File: src/rtl/seq_sched_pkg.sv
// rtl/seq_sched_pkg.sv - shared FSM state type and default sizing for seq_detect_sched
package seq_sched_pkg;

   typedef enum logic [2:0] {S_IDLE, S_CLEAR, S_SHIFT, S_DRAIN, S_RESP} sched_state_t;

   localparam int SCHED_N     = 4;
   localparam int SCHED_W     = 8;
   localparam int SCHED_ID_W  = $clog2(SCHED_N);
   localparam int SCHED_CNT_W = $clog2(SCHED_W + 1);

endpackage

File: src/rtl/rr_arbiter.sv
// rtl/rr_arbiter.sv - combinational round-robin pick: first requester at or after ptr, wrapping
module rr_arbiter #(
   parameter int N = 4
) (
   input  logic [N-1:0]         req,
   input  logic [$clog2(N)-1:0] ptr,
   output logic [N-1:0]         gnt,
   output logic [$clog2(N)-1:0] index
);

   localparam int IW = $clog2(N);

   logic found;

   always_comb begin
      gnt   = '0;
      index = '0;
      found = 1'b0;
      for (int k = 0; k < N; k++) begin
         if (!found && req[(int'(ptr) + k) % N]) begin
            found                       = 1'b1;
            gnt[(int'(ptr) + k) % N]    = 1'b1;
            index                       = IW'((int'(ptr) + k) % N);
         end
      end
   end

endmodule

File: src/rtl/seq_detect_sched.sv
// rtl/seq_detect_sched.sv - round-robin scheduler sharing one serial sequence detector among N requesters
// Optional resp_first output under SCHED_FIRSTHIT_EN.
module seq_detect_sched
   import seq_sched_pkg::*;
#(
   parameter int N = SCHED_N,
   parameter int W = SCHED_W
) (
   input  logic                   clock,
   input  logic                   reset,
   input  logic [N-1:0]           req_valid,
   input  logic [N*W-1:0]         req_data,
   output logic [N-1:0]           req_ready,
   output logic                   det_reset,
   output logic                   det_in,
   input  logic                   det_out,
   output logic                   resp_valid,
   input  logic                   resp_ready,
   output logic [$clog2(N)-1:0]   resp_id,
   output logic [$clog2(W+1)-1:0] resp_count,
   output logic                   busy
`ifdef SCHED_FIRSTHIT_EN
   ,
   output logic [$clog2(W):0]     resp_first
`endif
);

   localparam int IW = $clog2(N);
   localparam int CW = $clog2(W + 1);
   localparam int BW = $clog2(W);
`ifdef SCHED_FIRSTHIT_EN
   localparam int FW = $clog2(W) + 1;
`endif

   sched_state_t  state_q, state_d;
   logic [IW-1:0] rr_ptr_q, rr_ptr_d;
   logic [IW-1:0] id_q, id_d;
   logic [W-1:0]  shreg_q, shreg_d;
   logic [CW-1:0] count_q, count_d;
   logic [BW-1:0] bit_cnt_q, bit_cnt_d;
`ifdef SCHED_FIRSTHIT_EN
   logic [FW-1:0] first_q, first_d;
`endif

   logic [N-1:0]  gnt;
   logic [IW-1:0] gidx;

   rr_arbiter #(.N(N)) u_arb (
      .req   (req_valid),
      .ptr   (rr_ptr_q),
      .gnt   (gnt),
      .index (gidx)
   );

   always_comb begin
      state_d   = state_q;
      rr_ptr_d  = rr_ptr_q;
      id_d      = id_q;
      shreg_d   = shreg_q;
      count_d   = count_q;
      bit_cnt_d = bit_cnt_q;
`ifdef SCHED_FIRSTHIT_EN
      first_d   = first_q;
`endif
      req_ready = '0;
      det_in    = 1'b0;

      unique case (state_q)
         S_IDLE: begin
            if (|req_valid) begin
               // Gated by reset so a word is never consumed by a cycle that is being discarded.
               req_ready = reset ? '0 : gnt;
               shreg_d   = req_data[int'(gidx)*W +: W];
               id_d      = gidx;
               rr_ptr_d  = (gidx == IW'(N - 1)) ? '0 : gidx + 1'b1;
               count_d   = '0;
`ifdef SCHED_FIRSTHIT_EN
               first_d   = '1;
`endif
               state_d   = S_CLEAR;
            end
         end
         S_CLEAR: begin
            bit_cnt_d = '0;
            state_d   = S_SHIFT;
         end
         S_SHIFT: begin
            det_in    = shreg_q[W-1];
            shreg_d   = shreg_q << 1;
            bit_cnt_d = bit_cnt_q + 1'b1;
            // det_out lags det_in by one cycle, so it reports bit (bit_cnt - 1).
            if (bit_cnt_q != '0) begin
               count_d = count_q + CW'(det_out);
`ifdef SCHED_FIRSTHIT_EN
               if (det_out && (first_q == '1)) first_d = FW'(bit_cnt_q) - 1'b1;
`endif
            end
            if (bit_cnt_q == BW'(W - 1)) state_d = S_DRAIN;
         end
         S_DRAIN: begin
            count_d = count_q + CW'(det_out);
`ifdef SCHED_FIRSTHIT_EN
            if (det_out && (first_q == '1)) first_d = FW'(W - 1);
`endif
            state_d = S_RESP;
         end
         S_RESP: begin
            if (resp_ready) state_d = S_IDLE;
         end
         default: state_d = S_IDLE;
      endcase
   end

   always_ff @(posedge clock) begin
      if (reset) begin
         state_q   <= S_IDLE;
         rr_ptr_q  <= '0;
         id_q      <= '0;
         shreg_q   <= '0;
         count_q   <= '0;
         bit_cnt_q <= '0;
`ifdef SCHED_FIRSTHIT_EN
         first_q   <= '0;
`endif
      end else begin
         state_q   <= state_d;
         rr_ptr_q  <= rr_ptr_d;
         id_q      <= id_d;
         shreg_q   <= shreg_d;
         count_q   <= count_d;
         bit_cnt_q <= bit_cnt_d;
`ifdef SCHED_FIRSTHIT_EN
         first_q   <= first_d;
`endif
      end
   end

   assign det_reset  = reset | (state_q == S_CLEAR);
   assign resp_valid = (state_q == S_RESP);
   assign resp_id    = id_q;
   assign resp_count = count_q;
   assign busy       = (state_q != S_IDLE);
`ifdef SCHED_FIRSTHIT_EN
   assign resp_first = first_q;
`endif

endmodule

File: config.mk
export PLATFORM = sky130hd
export DESIGN_NAME = seq_detect_sched
export DESIGN_NICKNAME = d
export VERILOG_FILES = /design/src/rtl/seq_sched_pkg.sv /design/src/rtl/rr_arbiter.sv /design/src/rtl/seq_detect_sched.sv
export SDC_FILE = /design/constraint.sdc
export NUM_CORES = 1
export LEC_CHECK = 0
export ABC_CLOCK_PERIOD_IN_PS = 7600
export CORE_ASPECT_RATIO = 1.75
export CORE_MARGIN = 2
export CORE_UTILIZATION = 53
export DETAILED_ROUTE_END_ITERATION = 6
export HOLD_SLACK_MARGIN = 0.05
export PLACE_DENSITY_LB_ADDON = 0.25
export SKIP_LAST_GASP = 1
export SLEW_MARGIN = 10
export SYNTH_ARGS = -nofsm -noshare
export SYNTH_HDL_FRONTEND = slang
export SYNTH_SLANG_ARGS = --single-unit
File: constraint.sdc
create_clock -name clock -period 7.6 [get_ports clock]
set_clock_uncertainty 0.2 [all_clocks]
set_input_delay 1.52 -clock clock [delete_from_list [all_inputs] [get_ports clock]]
set_output_delay 1.52 -clock clock [all_outputs]
set_load 0.01 [all_outputs]
Yosys cells after proc, flatten, opt, wreduce, memory -nomap -nowiden
Cells that the tools add are included.
- input bits: 40
- output and inout bits: 14
- bits in registers: 22
- muxes and demuxes: 45
- $lt $le $gt $ge: 8
- shift-type cells: 1
- reduce and logical (&&, ||, !) cells: 24
- $add $sub $neg: 6
- equal/unequal tests: 10
- bitwise gates (word level): 7
- operators with widths (cell ; count):
    two-way mux 4 bit ; 9
    indexed part select 32 x 6 -> 8 bit ; 1
    case mux 8 bit (2 select lines) ; 1
    two-way mux 1 bit ; 15
    case mux 3 bit (5 select lines) ; 1
    less-than comparator 3 x 4 -> 1 bit (second input constant) ; 3
    bitwise OR 4 bit ; 3
    case mux 4 bit (3 select lines) ; 1
    two-way mux 2 bit ; 5
    >= comparator 3 x 1 -> 1 bit (second input constant) ; 3
    two-way mux 3 bit ; 3
    nonzero test 3 bit ; 3
    binary-select mux 1 bit (select 2 bit) ; 4
    demux 1 bit (select 2 bit) ; 4
    two-way mux 8 bit ; 1
    logical AND 1 bit ; 7
    equality test 3 x 2 -> 1 bit (second input constant) ; 2
    equality test 3 bit (second input constant) ; 2
    != test 2 bit (second input constant) ; 3
    case mux 3 bit (2 select lines) ; 1
    AND reduction 3 bit ; 2
    OR reduction 2 bit ; 3
    adder 2 x 1 -> 2 bit (second input constant) ; 2
    adder 2 bit (second input constant) ; 2
    14 further kinds ; 20

Logic depth before layout (Yosys ltp)
Gate-level depths: netlist of run 1.
- word-level depth: 17
- gate-level depth with buffers: 12
- depth with buffers taken out: 8

By module
A second synthesis of run 1 with hierarchy kept.
- cell total of the unflattened synthesis: 215
- area, all modules: 1889.3 µm²
- modules (own cells, without submodules) (module ; area an instance (µm²) ; times used ; seq. area each (µm²) ; cells each):
    seq_detect_sched ; 1400.1 ; 1 ; 440.4 ; 150
    rr_arbiter ; 489.2 ; 1 ; 0.0 ; 65

Worst setup path before layout of run 1
OpenSTA, ideal clock, no wires.
- path type: in2out
- start: input port req_valid[1]
- end: output port req_ready[0]
- data arrival time: 2.895 ns
- buffers on the path: 2
- cell stages on the path: 8
- setup slack: 2.985 ns
- required time: 5.880 ns
- path through: buf_2 mux4_2 nor2b_4 buf_6 a22oi_1 nor2_1 a221oi_1 nor2_1
- word-level cells in the longest chain between the ends: 15
- elaborated cells on any way between the ends: 31
- those cells by class: mux (21); bitwise (3); reduce/logical (7)
- ends and longest elaborated chain (what ; line ; text):
    start: declaration ; seq_detect_sched.sv:11 ; input logic [N-1:0] req_valid,
    binary-select mux 1 bit (select 2 bit) ; rr_arbiter.sv:20 ; if (!found && req[(int'(ptr) + k) % N]) begin
    two-way mux 1 bit (not written as such) ; rr_arbiter.sv:20 ;
    two-way mux 1 bit ; rr_arbiter.sv:20 ;
    logical NOT 1 bit ; rr_arbiter.sv:20 ;
    logical AND 1 bit ; rr_arbiter.sv:20 ;
    two-way mux 1 bit ; rr_arbiter.sv:20 ;
    logical NOT 1 bit ; rr_arbiter.sv:20 ;
    logical AND 1 bit ; rr_arbiter.sv:20 ;
    two-way mux 1 bit ; rr_arbiter.sv:20 ;
    logical NOT 1 bit ; rr_arbiter.sv:20 ;
    logical AND 1 bit ; rr_arbiter.sv:20 ;
    two-way mux 4 bit ; rr_arbiter.sv:20 ;
    two-way mux 4 bit ; seq_detect_sched.sv:72 ; req_ready = reset ? '0 : gnt;
    two-way mux 4 bit * ; seq_detect_sched.sv:70 ; if (|req_valid) begin
    two-way mux 4 bit * ; seq_detect_sched.sv:68 ; unique case (state_q)
    end: declaration ; seq_detect_sched.sv:13 ; output logic [N-1:0] req_ready,
Every way passes the cells marked *; elsewhere a longest branch is shown, timed or not. The select of a mux whose other input is x is not followed.

Worst setup path after layout of run 1
- start: input port req_valid[3]
- end: output port req_ready[2]
Same word-level chain as after synthesis.

==> key figures, run 1 <==
Run status
  • Status: finished clean

Global route
  • Vias in the first global route: 2099
  • GRT overflow: 0
  • First-pass GRT wire length: 9200 um
  • Tot GR Track Use: 26.2%
  • Initial antenna violation count: 0
  • Pin count of the biggest net entering global routing: 30

Clocking
  • TritonCTS clock tree: built
  • Cts hold-fix bufs: 0
  • Num CTS Buffers: 3
  • Skew-Pair Late Insertion Delay: 250 ps
  • Htree depth: 1
  • Clock sink count: 22
  • Number of post-CTS setup repair buffers: 0
  • CTS Buffer Depth: 2
  • Root buffer cell: clkbuf_8
  • PostCTS Resize Cnt: 0
  • Clock-pin slew of the registers on the worst-case setup and hold paths: 70 ps

Detailed routing
  • Via count: 2166
  • Post-detailed-route count of antenna-violating nets: 0
  • Via/cell ratio: 6.22
  • Routed Wire Length: 5310 um
  • Top Metal Used: met4
  • WL/cell: 15.3 um
  • Met3 WL post-DR: 209 um
  • Initial DRC Count: 97
  • Wire length on met1: 2090 um
  • Drt drc: 0
  • 1st-pass router iterations: 7
  • Met2 wire length: 2950 um

Die
  • Die X: 51.0 um
  • Die Span Y: 86.2 um
  • Core region area: 3660 um2
  • Die footprint: 4390 um2
  • Site Rows: 29
  • IO Count: 54
  • Initial Util: 55.8%

Layout
  • Post-Layout Inst Area: 2590 um2
  • Proportion of layout cells with a drive suffix above 1: 5.63%
  • Final net count: 356
  • Fillers: 323
  • # diodes: 0
  • Area growth, synth to finish: 26.9%

Critical path
  • Reg-to-reg critical path endpoint: shreg_q[0]$_SDFFE_PP0P_
  • Cell depth of the worst flop-to-flop path: 8
  • WS Path Type: input pin to output pin
  • CP startpoint kind: input pin
  • R2r startpoint: rr_ptr_q[0]$_SDFFE_PP0P_
  • Crit path cell chain: clkdlybuf4s50_1 -> mux4_2 -> nor2b_4 -> a22oi_1 -> nor2_1 -> a221oi_1 -> nor2_1 -> clkdlybuf4s50_1
  • CP max stage delay: 650 ps
  • CP Capture Type: output pin
  • Req. time, crit path: 5880 ps
  • Setup slack, reg-to-reg: 3490 ps
  • Critical Path AT: 4040 ps
  • Max FO, Critical Path: 14
  • Worst path slowest cell: mux4_2

Synth
  • Synthesized Nets: 317
  • Yosys top cell by area: dfxtp_1
  • Post-synth ARST share: 0%
  • Seq/Total Area, Yosys: 21.5%
  • Commonest cells post-synth: 25 x a21oi_1, 24 x nand2_1, 22 x dfxtp_1, 20 x nor2_1, 19 x o22ai_1
  • EDFF count, synth: 0
  • Area share of the largest cell type after synthesis: 21.5%
  • Top-count cell post-synth: a21oi_1
  • Syn. warnings: 0
  • Netlist cell types: 54
  • Ranking of synthesized cells by area: dfxtp_1 22%, ha_1 8.0%, a21oi_1 6.1%
  • Mapped Area: 2040 um2
  • Main synth FF type: dfxtp_1
  • Yosys reg bits: 22
  • Avg Inst Size Synth: 7.74 um2
  • Cells after Synth: 264

Min path
  • Hold EP: resp_id[1]$_SDFFE_PP0P_
  • Min-delay worst type: flip-flop to flip-flop
  • Min-Delay Path Depth: 2
  • Worst hold start: resp_id[1]$_SDFFE_PP0P_

Timing
  • Post-Route Setup TNS: 0 ps
  • Slew Viols, Final: 0
  • Worst-Margin Slew: 1090 ps
  • RSZ-0062 raised after global routing: false
  • Period utilisation layout: 75.8%
  • Fmax: 0.174 GHz
  • Tmin final: 5760 ps
  • Endpoints failing hold: 0
  • Final setup fails: 0
  • Relative slew slack: 27.1%

Placed design
  • GP Congestion: 0.883
  • PortBufs: 53
  • DP Area: 2540 um2
  • Dpl hpwl: 4160 um

Flow run
  • Max cap viols: 0

Power
  • Worst vdd ir: 244 uV
  • Leakage power: 0.00102 uW
  • Power Density: 302 nW/um2
## registers in the layout (all words and copies together), names as in the netlist
| signal | cells |
|---|---|
| rr_ptr_q | 2 |
| state_q | 3 |
| resp_count | 4 |
| shreg_q | 8 |
| resp_id | 2 |
| bit_cnt_q | 3 |
## how the worst max path moves through the flow
stage,endpoint,depth (start not counted),from
detailed placement,req_ready[0],8,req_valid[3]
finish,req_ready[2],8,req_valid[3]
global route,req_ready[0],9,rr_ptr_q[0]$_SDFFE_PP0P_
global placement,req_ready[2],8,req_valid[3]
floorplan,req_ready[0],8,req_valid[1]
CTS,req_ready[0],9,rr_ptr_q[0]$_SDFFE_PP0P_
## stage by stage
step / cells / util, % / setup WS (ps) / total power, uW / hold WS [ps]
2_1_floorplan: 264 / - / 2980 / 582 / 271
3_3_place_gp: 344 / 69.3 / 1970 / 687 / 250
3_5_place_dp: 344 / 69.3 / 1860 / 695 / 254
4_1_cts: 348 / 70.8 / 1850 / 779 / 288
5_1_grt: 348 / 70.8 / 1510 / 847 / 310
6_report: 348 / 70.8 / 1840 / 783 / 294
## cells by family (layout without fill, tap and decap cells)
group,count (synthesis),in the layout,share of synthesized area [%]
AO/OA/AOI/OAI,93,93,30.4
AND/OR/NAND/NOR,83,83,20.7
buffers and inverters,30,68,6.61
flip-flops,22,22,21.5
multiplexers,19,19,11.1
adder cells (fa/ha/maj),13,13,7.96
XOR/XNOR,4,4,1.71
## where the power goes
group          switching, uW  internal, uW  leakage, uW
logic                    281           229     0.000811
registers               45.7           146     0.000181
clock network           35.5          46.1    0.0000288
## placed cells by master, fill, tap and decap left out, types with 5 or more instances in the layout
cell type	synthesis	layout
a21oi_1	25	25
nand2_1	24	24
mux2i_1	11	11
o22ai_1	19	19
ha_1	13	13
dfxtp_1	22	22
inv_1	10	10
nor2_1	20	20
o21ai_0	11	11
mux2_2	5	5
a211oi_1	7	7
a211o_1	7	7
nor3_1	8	8
nand3_1	8	8
clkdlybuf4s50_1	0	53
## critical path, delay by kind of cell
kind	cells	cell delay (ps)
compound gates	2	190
mux	1	650
simple gates	3	520
buf+inv	2	1150
## final cells by class
class                           instances  area, um2  share of cell area (%)
Timing Repair Buffer                   53        531                    20.5
Clock buffer                            4       55.1                    2.12
Tap cell                               46       57.6                    2.22
Multi-Input combinational cell        212       1470                    56.6
Inverter                               11       41.3                    1.59
Sequential cell                        22        440                    17.0
## layer usage
layer | vias to the layer above | GRT usage, %
met4 | 0 | 11.3
met1 | 1012 | 29.9
met2 | 77 | 47.9
li1 | 1073 | -
met3 | 4 | 2.26
met5 | - | 0
Power figures use the tool's default switching activity.
==> inputs of run 2 (changes only) <==
--- a/config.mk
+++ b/config.mk
@@ -5,10 +5,10 @@
 export SDC_FILE = /design/constraint.sdc
 export NUM_CORES = 1
 export LEC_CHECK = 0
-export ABC_CLOCK_PERIOD_IN_PS = 7600
+export ABC_CLOCK_PERIOD_IN_PS = 4750
 export CORE_ASPECT_RATIO = 1.75
 export CORE_MARGIN = 2
-export CORE_UTILIZATION = 53
+export CORE_UTILIZATION = 44
 export DETAILED_ROUTE_END_ITERATION = 6
 export HOLD_SLACK_MARGIN = 0.05
 export PLACE_DENSITY_LB_ADDON = 0.25
==> constraint.sdc (replaced) <==
create_clock -name clock -period 4.75 [get_ports clock]
set_clock_uncertainty 0.2 [all_clocks]
set_input_delay 0.95 -clock clock [delete_from_list [all_inputs] [get_ports clock]]
set_output_delay 0.95 -clock clock [all_outputs]
set_load 0.01 [all_outputs]
==> key figures, run 2 (synthesized netlist as in run 1, its figures left out) <==
Run status
  • Status: finished clean

Power
  • Leakage power: 0.00104 uW (+2.4%)
  • Register share of total power: 21.9% (-2.6 points)
  • Sw Ratio: 46.1% (-0.16 points)
  • Power Density: 480 nW/um2 (+59%)
  • Internal cell power: 686 uW (+63%)
  • Switching power total: 586 uW (+62%)
  • Worst vdd ir: 276 uV (+13%)
  • Comb power frac: 67.7% (+2.6 points)
  • Clk pwr share: 10.4% (about the same)

Die
  • Site Rows: 32 (+10%)
  • Die footprint: 5230 um2 (+19%)
  • Initial Util: 46.0% (-9.8 points)
  • Core region area: 4440 um2 (+21%)
  • Die X: 55.5 um (+9.0%)
  • Die Span Y: 94.2 um (+9.3%)
  • IO Count: 54 (unchanged)

Layout
  • Largest Register: shreg_q
  • Proportion of layout cells with a drive suffix above 1: 8.14% (+2.5 points)
  • Largest register FFs: 8 (unchanged)
  • Register area: 440 um2 (unchanged)
  • Final net count: 361 (+1.4%)
  • Commonest non-fill, non-tap cell in the layout: clkdlybuf4s50_1
  • Fillers: 416 (+29%)
  • Area growth, synth to finish: 29.6%
  • # diodes: 0 (unchanged)
  • Multi-input gate area: 1480 um2 (+0.51%)
  • Commonest non-fill, non-tap cells in the layout: 53 x clkdlybuf4s50_1, 25 x a21oi_1, 24 x nand2_1, 22 x dfxtp_1, 20 x nor2_1

Clocking
  • Number of post-CTS setup repair buffers: 0 (unchanged)
  • Cts hold-fix bufs: 0 (unchanged)
  • Clock sink count: 22 (unchanged)
  • PostCTS Resize Cnt: 0 (unchanged)
  • Root buffer cell: clkbuf_8
  • Htree depth: 1 (unchanged)
  • Skew-Pair Late Insertion Delay: 260 ps (about the same)
  • CTS Buffer Depth: 2 (unchanged)
  • Clock-pin slew of the registers on the worst-case setup and hold paths: 70 ps (about the same)
  • Num CTS Buffers: 3 (unchanged)
  • TritonCTS clock tree: built

Detailed routing
  • Via count: 2212 (+2.1%)
  • Via/cell ratio: 6.18 (-0.73%)
  • WL/cell: 15.6 um (+2.5%)
  • Post-detailed-route count of antenna-violating nets: 0 (unchanged)
  • Routed Wire Length: 5600 um (+5.4%)
  • Drt drc: 0 (unchanged)
  • 1st-pass router iterations: 4 (-3)
  • Initial DRC Count: 84 (-13%)

Global route
  • GRT overflow: 0 (unchanged)
  • Pin count of the biggest net entering global routing: 29 (-3.3%)
  • Vias in the first global route: 2166 (+3.2%)
  • Tot GR Track Use: 22.8% (-3.4 points)
  • Initial antenna violation count: 0 (unchanged)
  • First-pass GRT wire length: 9760 um (+6.0%)

Timing
  • Final setup fails: 0 (unchanged)
  • Period utilisation layout: 95.5%
  • Fmax: 0.220 GHz
  • Post-Route Setup TNS: 0 ps (unchanged)
  • Relative slew slack: 68.9% (+42 points)
  • Final Worst Setup Slack: 213 ps (-1630 ps)
  • Slew Viols, Final: 0 (unchanged)
  • Endpoints failing hold: 0 (unchanged)
  • RSZ-0062 raised after global routing: false
  • Worst-Margin Slew: 465 ps (-627 ps)
  • Tmin final: 4540 ps

Critical path
  • Critical Path AT: 3390 ps (-650 ps)
  • CP Capture Type: output pin
  • CP startpoint kind: input pin
  • WS Path Type: input pin to output pin
  • Max FO, Critical Path: 11 (-3)
  • Req. time, crit path: 3600 ps (-2280 ps)

Min path
  • Min-delay worst type: flip-flop to flip-flop

Placed design
  • Pre-CTS setup slack: 229 ps (-1640 ps)
  • PortBufs: 53 (unchanged)
  • Dpl hpwl: 4450 um (+7.0%)
  • GP Congestion: 0.852 (-3.5%)

Flow run
  • Max cap viols: 0 (unchanged)
run 2: cell types whose count changed in the layout (fill, tap and decap cells not counted):
| cell | previous run | this run |
|---|---|---|
| ha_2 | 0 | 1 |
| ha_1 | 13 | 12 |
| o31ai_1 | 2 | 1 |
| clkinvlp_4 | 0 | 1 |
| clkinv_1 | 1 | 0 |
| o31ai_2 | 0 | 1 |
| buf_4 | 0 | 5 |
run 2: final cells by class:
type	instances	share of cell area [%]
timing repair buffer	58	21.4
multi-input combinational	212	55.7
sequential	22	16.6
tap	51	2.41
clock buffer	4	2.08
inverter	11	1.70
run 2: path summary, 6_finish.rpt:
| check | slack, ps | to | startpoint | cells after the start |
|---|---|---|---|---|
| min reg2reg | 290 | resp_id[1]$_SDFFE_PP0P_ | resp_id[1]$_SDFFE_PP0P_ | 2 |
| max | 210 | req_ready[2] | req_valid[1] | 8 |
| min | 290 | resp_id[1]$_SDFFE_PP0P_ | resp_id[1]$_SDFFE_PP0P_ | 2 |
| max reg2reg | 1270 | shreg_q[6]$_SDFFE_PP0P_ | rr_ptr_q[1]$_SDFFE_PP0P_ | 8 |
run 2: power groups by stage:
stage,clock [uW],sequential (uW),combinational (uW)
3_5_place_dp,0,282,851
5_1_grt,141,286,956
6_report,132,279,862
2_1_floorplan,0,267,664
3_3_place_gp,0,279,836
4_1_cts,135,278,853
run 2: worst max-delay path: stages:
cell and delay [ps]:
clkdlybuf4s50_1 580, mux4_2 630, nor2b_4 290, a22oi_1 110, nor2_1 120, a221oi_1 60, nor2_1 110, clkdlybuf4s50_1 550
run 2: metal layers:
layer	global-route usage (%)	wire [um]
met1	24.8	2130
met4	11.6	187
met3	2.07	243
met5	0	0
met2	43.0	3030
run 2: per-stage QoR:
step                utilization (%)  instances  area (um2)  total power, uW  hold slack [ps]
finish                         59.6        358        2650             1270              286
global placement               58.1        354        2580             1120              255
global route                   59.6        358        2650             1380              325
detailed placement             58.1        354        2580             1130              288
floorplan                         -        264        2040              931              271
CTS                            59.3        358        2640             1270              295
==> patch 1, RTL diff (config.mk and constraints of run 2) <==
Build with the macro `SCHED_FIRSTHIT_EN` defined.
--- a/src/rtl/seq_detect_sched.sv
+++ b/src/rtl/seq_detect_sched.sv
@@ -1,4 +1,6 @@
 // rtl/seq_detect_sched.sv - round-robin scheduler sharing one serial sequence detector among N requesters
 // Optional resp_first output under SCHED_FIRSTHIT_EN.
+`define SCHED_FIRSTHIT_EN
+
 module seq_detect_sched
    import seq_sched_pkg::*;
New outputs: resp_first. Function: not settled (the Yosys comparison gave no result); the edit may change what the design does.
==> patch 1 against run 2 <==
- power up 9.6%
- sequential cell count up 4
- maximum frequency up 0.66%
- setup slack better by 0.030 ns
- critical path depth down 1
- wire length down 13%
- combinational power up 7.5%
- final area up 4.0%
- sequential power up 16%
- area after synthesis up 2.2%
- critical path type unchanged
- largest cell class unchanged
==> patch 1: results (changes against run 2) <==
----------------------------------------------------
[GRT]
  Met2 Usage GRT ... 0.366 (-0.0639)
  Met1 track demand over resource in global routing ... 0.201 (-0.0462)
  Wire length of the first global-routing pass ... 8.26 mm (-15%)
  Met3 capacity usage during global routing ... 0.0176 (-0.00302)
  Number of global-route vias before repair ... 1,974 (-8.9%)
  Maximum number of pins on one net before global-route repair ... 31 (+6.9%)
  Aggregate global-route resource usage ... 0.187 (-0.0409)

[Placed design]
  Placed insts ... 352 (-0.56%)
  Final Wtd Congestion ... 0.828 (-2.8%)
  Setup Slack @ Placement ... 0.287 ns (+0.0574 ns)

[Yosys]
  Number of nets in the synthesized netlist ... 306 (-3.5%)
  Total standard cell area after synthesis ... 2090 µm² (+2.2%)
  Part of the Yosys area used for sequential elements ... 0.249 (+0.0337)
  Cell variety after synth ... 50 (-7.4%)
  Cell types with the highest counts after synthesis ... nor2_1 (30), dfxtp_1 (26), mux2i_1 (21)

[Route]
  WL met1 ... 1.94 mm (-9.2%)
  Total wire length after detailed routing ... 4.85 mm (-13%)
  Detailed router's first-iteration violation count ... 39 (-54%)

[Pwr]
  Proportion of power drawn by combinational gates ... 0.665 (-0.012)
  Internal power ... 0.000795 W (+16%)
  Clock network power ... 0.000142 W (+8%)
  Total power divided by cell area ... 506 nW/µm² (+5.4%)
  Leakage ... 1.10 nW (+5.3%)
  VDD IR-drop max ... 0.000341 V (+24%)

[Layout]
  Non-Clock Inverter Count ... 6 (-5)
  Buffer share of cell area ... 0.232 (+0.0172)
  # fillers ... 439 (+5.5%)
  Final clock-cell share ... 0.0200 (-0.000802)
  Area of the multi-input gates ... 1450 µm² (-1.5%)
  Non-clock buffer total of the final layout ... 66 (+14%)
  Finished Layout Cells ... 356 (-0.56%)

[Setup path]
  Largest fanout of any net on the critical path ... 8 (-3)
  Number of cells on the worst reg-to-reg path ... 9 (+1)
  Endpoint of the worst register-to-register path ... shreg_q[0]$_SDFFE_PP0P_
  CP Data Arrival Time ... 3.36 ns (-0.03 ns)
  Timing endpoint of the critical path ... req_ready[3]

[Clock network]
  Post-CTS clock slew at the launch and capture registers of the worst setup and hold paths ... 0.09 ns (+0.02 ns)

[Status]
  Outcome ... completed

[STA]
  Worst slew slack as a fraction of its limit ... 0.618 (-0.0707)
  Worst Hold Slack ... 0.277 ns (-0.00844 ns)

----------------------------------------------------
patch 1: cell count changes after synthesis, sizes merged, moves of 5 or more:
cell,before,now
mux2i,11,21
nor2,21,30
clkbuf,8,13
a21oi,25,9
nand2,25,15
a22oi,4,11
a31oi,0,6
nand3,9,1
o22ai,19,0
and2,3,10
buf,11,5
patch 1: kinds of logic (layout without fill, tap and decap cells):
kind of cell               count (synthesis)  count (layout)  share of synthesized area
adders and majority gates                 14              14                     0.0838
and+or+nand+nor                           89              89                      0.217
buffers and inverters                     24              76                     0.0551
xor gates and xnor gates                   5               5                     0.0210
muxes                                     27              27                      0.146
AOI/OAI and AO/OA                         67              67                      0.228
DFF                                       26              26                      0.249
patch 1: critical path, cell delays in order:
cell,delay [ns]
clkdlybuf4s50_1,0.52
mux4_2,0.63
nor4b_1,0.36
buf_4,0.19
a221oi_1,0.07
nor2_1,0.10
clkdlybuf4s50_1,0.54
==> patch 2, RTL diff (flow settings as in run 2) <==
Without the edit above. Reset style: asynchronous (`reset`), changed in one clocked block.
--- a/src/rtl/seq_detect_sched.sv
+++ b/src/rtl/seq_detect_sched.sv
@@ -112,5 +112,5 @@
    end
 
-   always_ff @(posedge clock) begin
+   always_ff @(posedge clock or posedge reset) begin
       if (reset) begin
          state_q   <= S_IDLE;
Check against the original RTL: not settled (the Yosys comparison gave no result); the edit may change what the design does.
==> patch 2 against run 2 <==
- setup slack worse by 0.069 ns
- area after synthesis down 9.1%
- via count down 17%
- die area down 8.6%
- synthesized cell count down 17%
- wire length down 10%
- sequential cell count unchanged
- cell count down 10%
- power up 18%
- final area down 5.0%
- critical path type unchanged
- critical endpoint is now req_ready[0]
==> patch 2: results (changes against run 2) <==
----------------------------------------------------
[Setup path]
  Crit-path max cell delay ... 0.57 ns (-0.06 ns)
  Largest fanout of any net on the critical path ... 5 (-6)

[Yosys]
  Cell variety after synth ... 52 (-3.7%)
  Cell types with the highest counts after synthesis ... nor2_1 (30), dfrtp_1 (22), nand2_1 (17)
  Most used flip-flop cell after synthesis ... dfrtp_1
  Leading cell types by total area after synthesis ... dfrtp_1 (30%), ha_1 (8.8%), nor2_1 (6.1%), mux2i_1 (4.8%), o21ai_0 (3.8%)
  Async S/R FF share, synth ... 1.00 (+1.00)
  Number of nets in the synthesized netlist ... 271 (-15%)

[Pwr]
  Leakage ... 1.03 nW (-1.5%)
  Sequential share of power ... 0.224 (+0.005)
  Clock network power ... 0.000136 W (+3%)
  Switching power as a share of total power ... 0.478 (+0.0169)
  VDD IR-drop max ... 0.000373 V (+35%)

[GRT]
  Maximum number of pins on one net before global-route repair ... 24 (-17%)
  Aggregate global-route resource usage ... 0.221 (-0.00730)
  Met2 Usage GRT ... 0.380 (-0.0494)
  Met1 track demand over resource in global routing ... 0.265 (+0.0173)
  Wire length of the first global-routing pass ... 8.09 mm (-17%)

[Placed design]
  Detail Placement HPWL ... 3.82 mm (-14%)
  Final Wtd Congestion ... 0.777 (-8.8%)
  Setup Slack @ Placement ... 0.189 ns (-0.0404 ns)

[Layout]
  Count of nets after finishing ... 327 (-9.4%)
  Number of multi-input combinational cells ... 176 (-17%)
  Buffer share of cell area ... 0.238 (+0.0231)
  Non-clock buffer total of the final layout ... 62 (+6.9%)
  Area occupied by registers ... 551 µm² (+25%)
  # fillers ... 389 (-6.5%)

[Route]
  Detailed router's first-iteration violation count ... 55 (-35%)
  WL met1 ... 2.00 mm (-6.4%)
  Routed length per instance ... 15.6 µm (-0.44%)
  Via density per instance ... 5.70 (-7.8%)

[STA]
  Worst slew slack as a fraction of its limit ... 0.584 (-0.105)

[Status]
  Outcome ... completed

----------------------------------------------------
-- patch 2: cell families after synthesis --
| logic type | count (synthesis) | share of synthesized area |
|---|---|---|
| flops | 22 | 0.296 |
| buf+inv | 20 | 0.0512 |
| simple gates | 82 | 0.221 |
| mux | 11 | 0.0680 |
| compound gates | 66 | 0.257 |
| xor+xnor | 4 | 0.0189 |
| fa+ha+maj | 13 | 0.0875 |
-- patch 2: metrics by stage --
step | hold WS (ns) | power, W | util | std cells | area (µm²)
after floorplan | 0.267 | 0.00107 | - | 218 | 1860
after global placement | 0.295 | 0.00135 | 0.597 | 318 | 2460
after detailed placement | 0.292 | 0.00136 | 0.597 | 318 | 2460
after CTS | 0.311 | 0.00150 | 0.611 | 322 | 2510
after global routing | 0.342 | 0.00163 | 0.612 | 322 | 2520
final | 0.310 | 0.00150 | 0.612 | 322 | 2520
-- patch 2: path summary, 6_finish.rpt --
check / startpoint / endpoint / slack [ns]
max in group asynchronous: reset / shreg_q[6]$_DFFE_PP0P_ / 3.27
max reg2reg: rr_ptr_q[0]$_DFFE_PP0P_ / shreg_q[1]$_DFFE_PP0P_ / 1.84
min: shreg_q[0]$_DFFE_PP0P_ / shreg_q[0]$_DFFE_PP0P_ / 0.31
max: req_valid[2] / req_ready[0] / 0.14
min reg2reg: shreg_q[0]$_DFFE_PP0P_ / shreg_q[0]$_DFFE_PP0P_ / 0.31
min in group asynchronous: reset / rr_ptr_q[1]$_DFFE_PP0P_ / 0.84
-- patch 2: repair_timing --
action                     in CTS  in global routing
hold endpoints to repair        0                  0
gates resized for setup         0                  1
setup endpoints to repair       0                  2
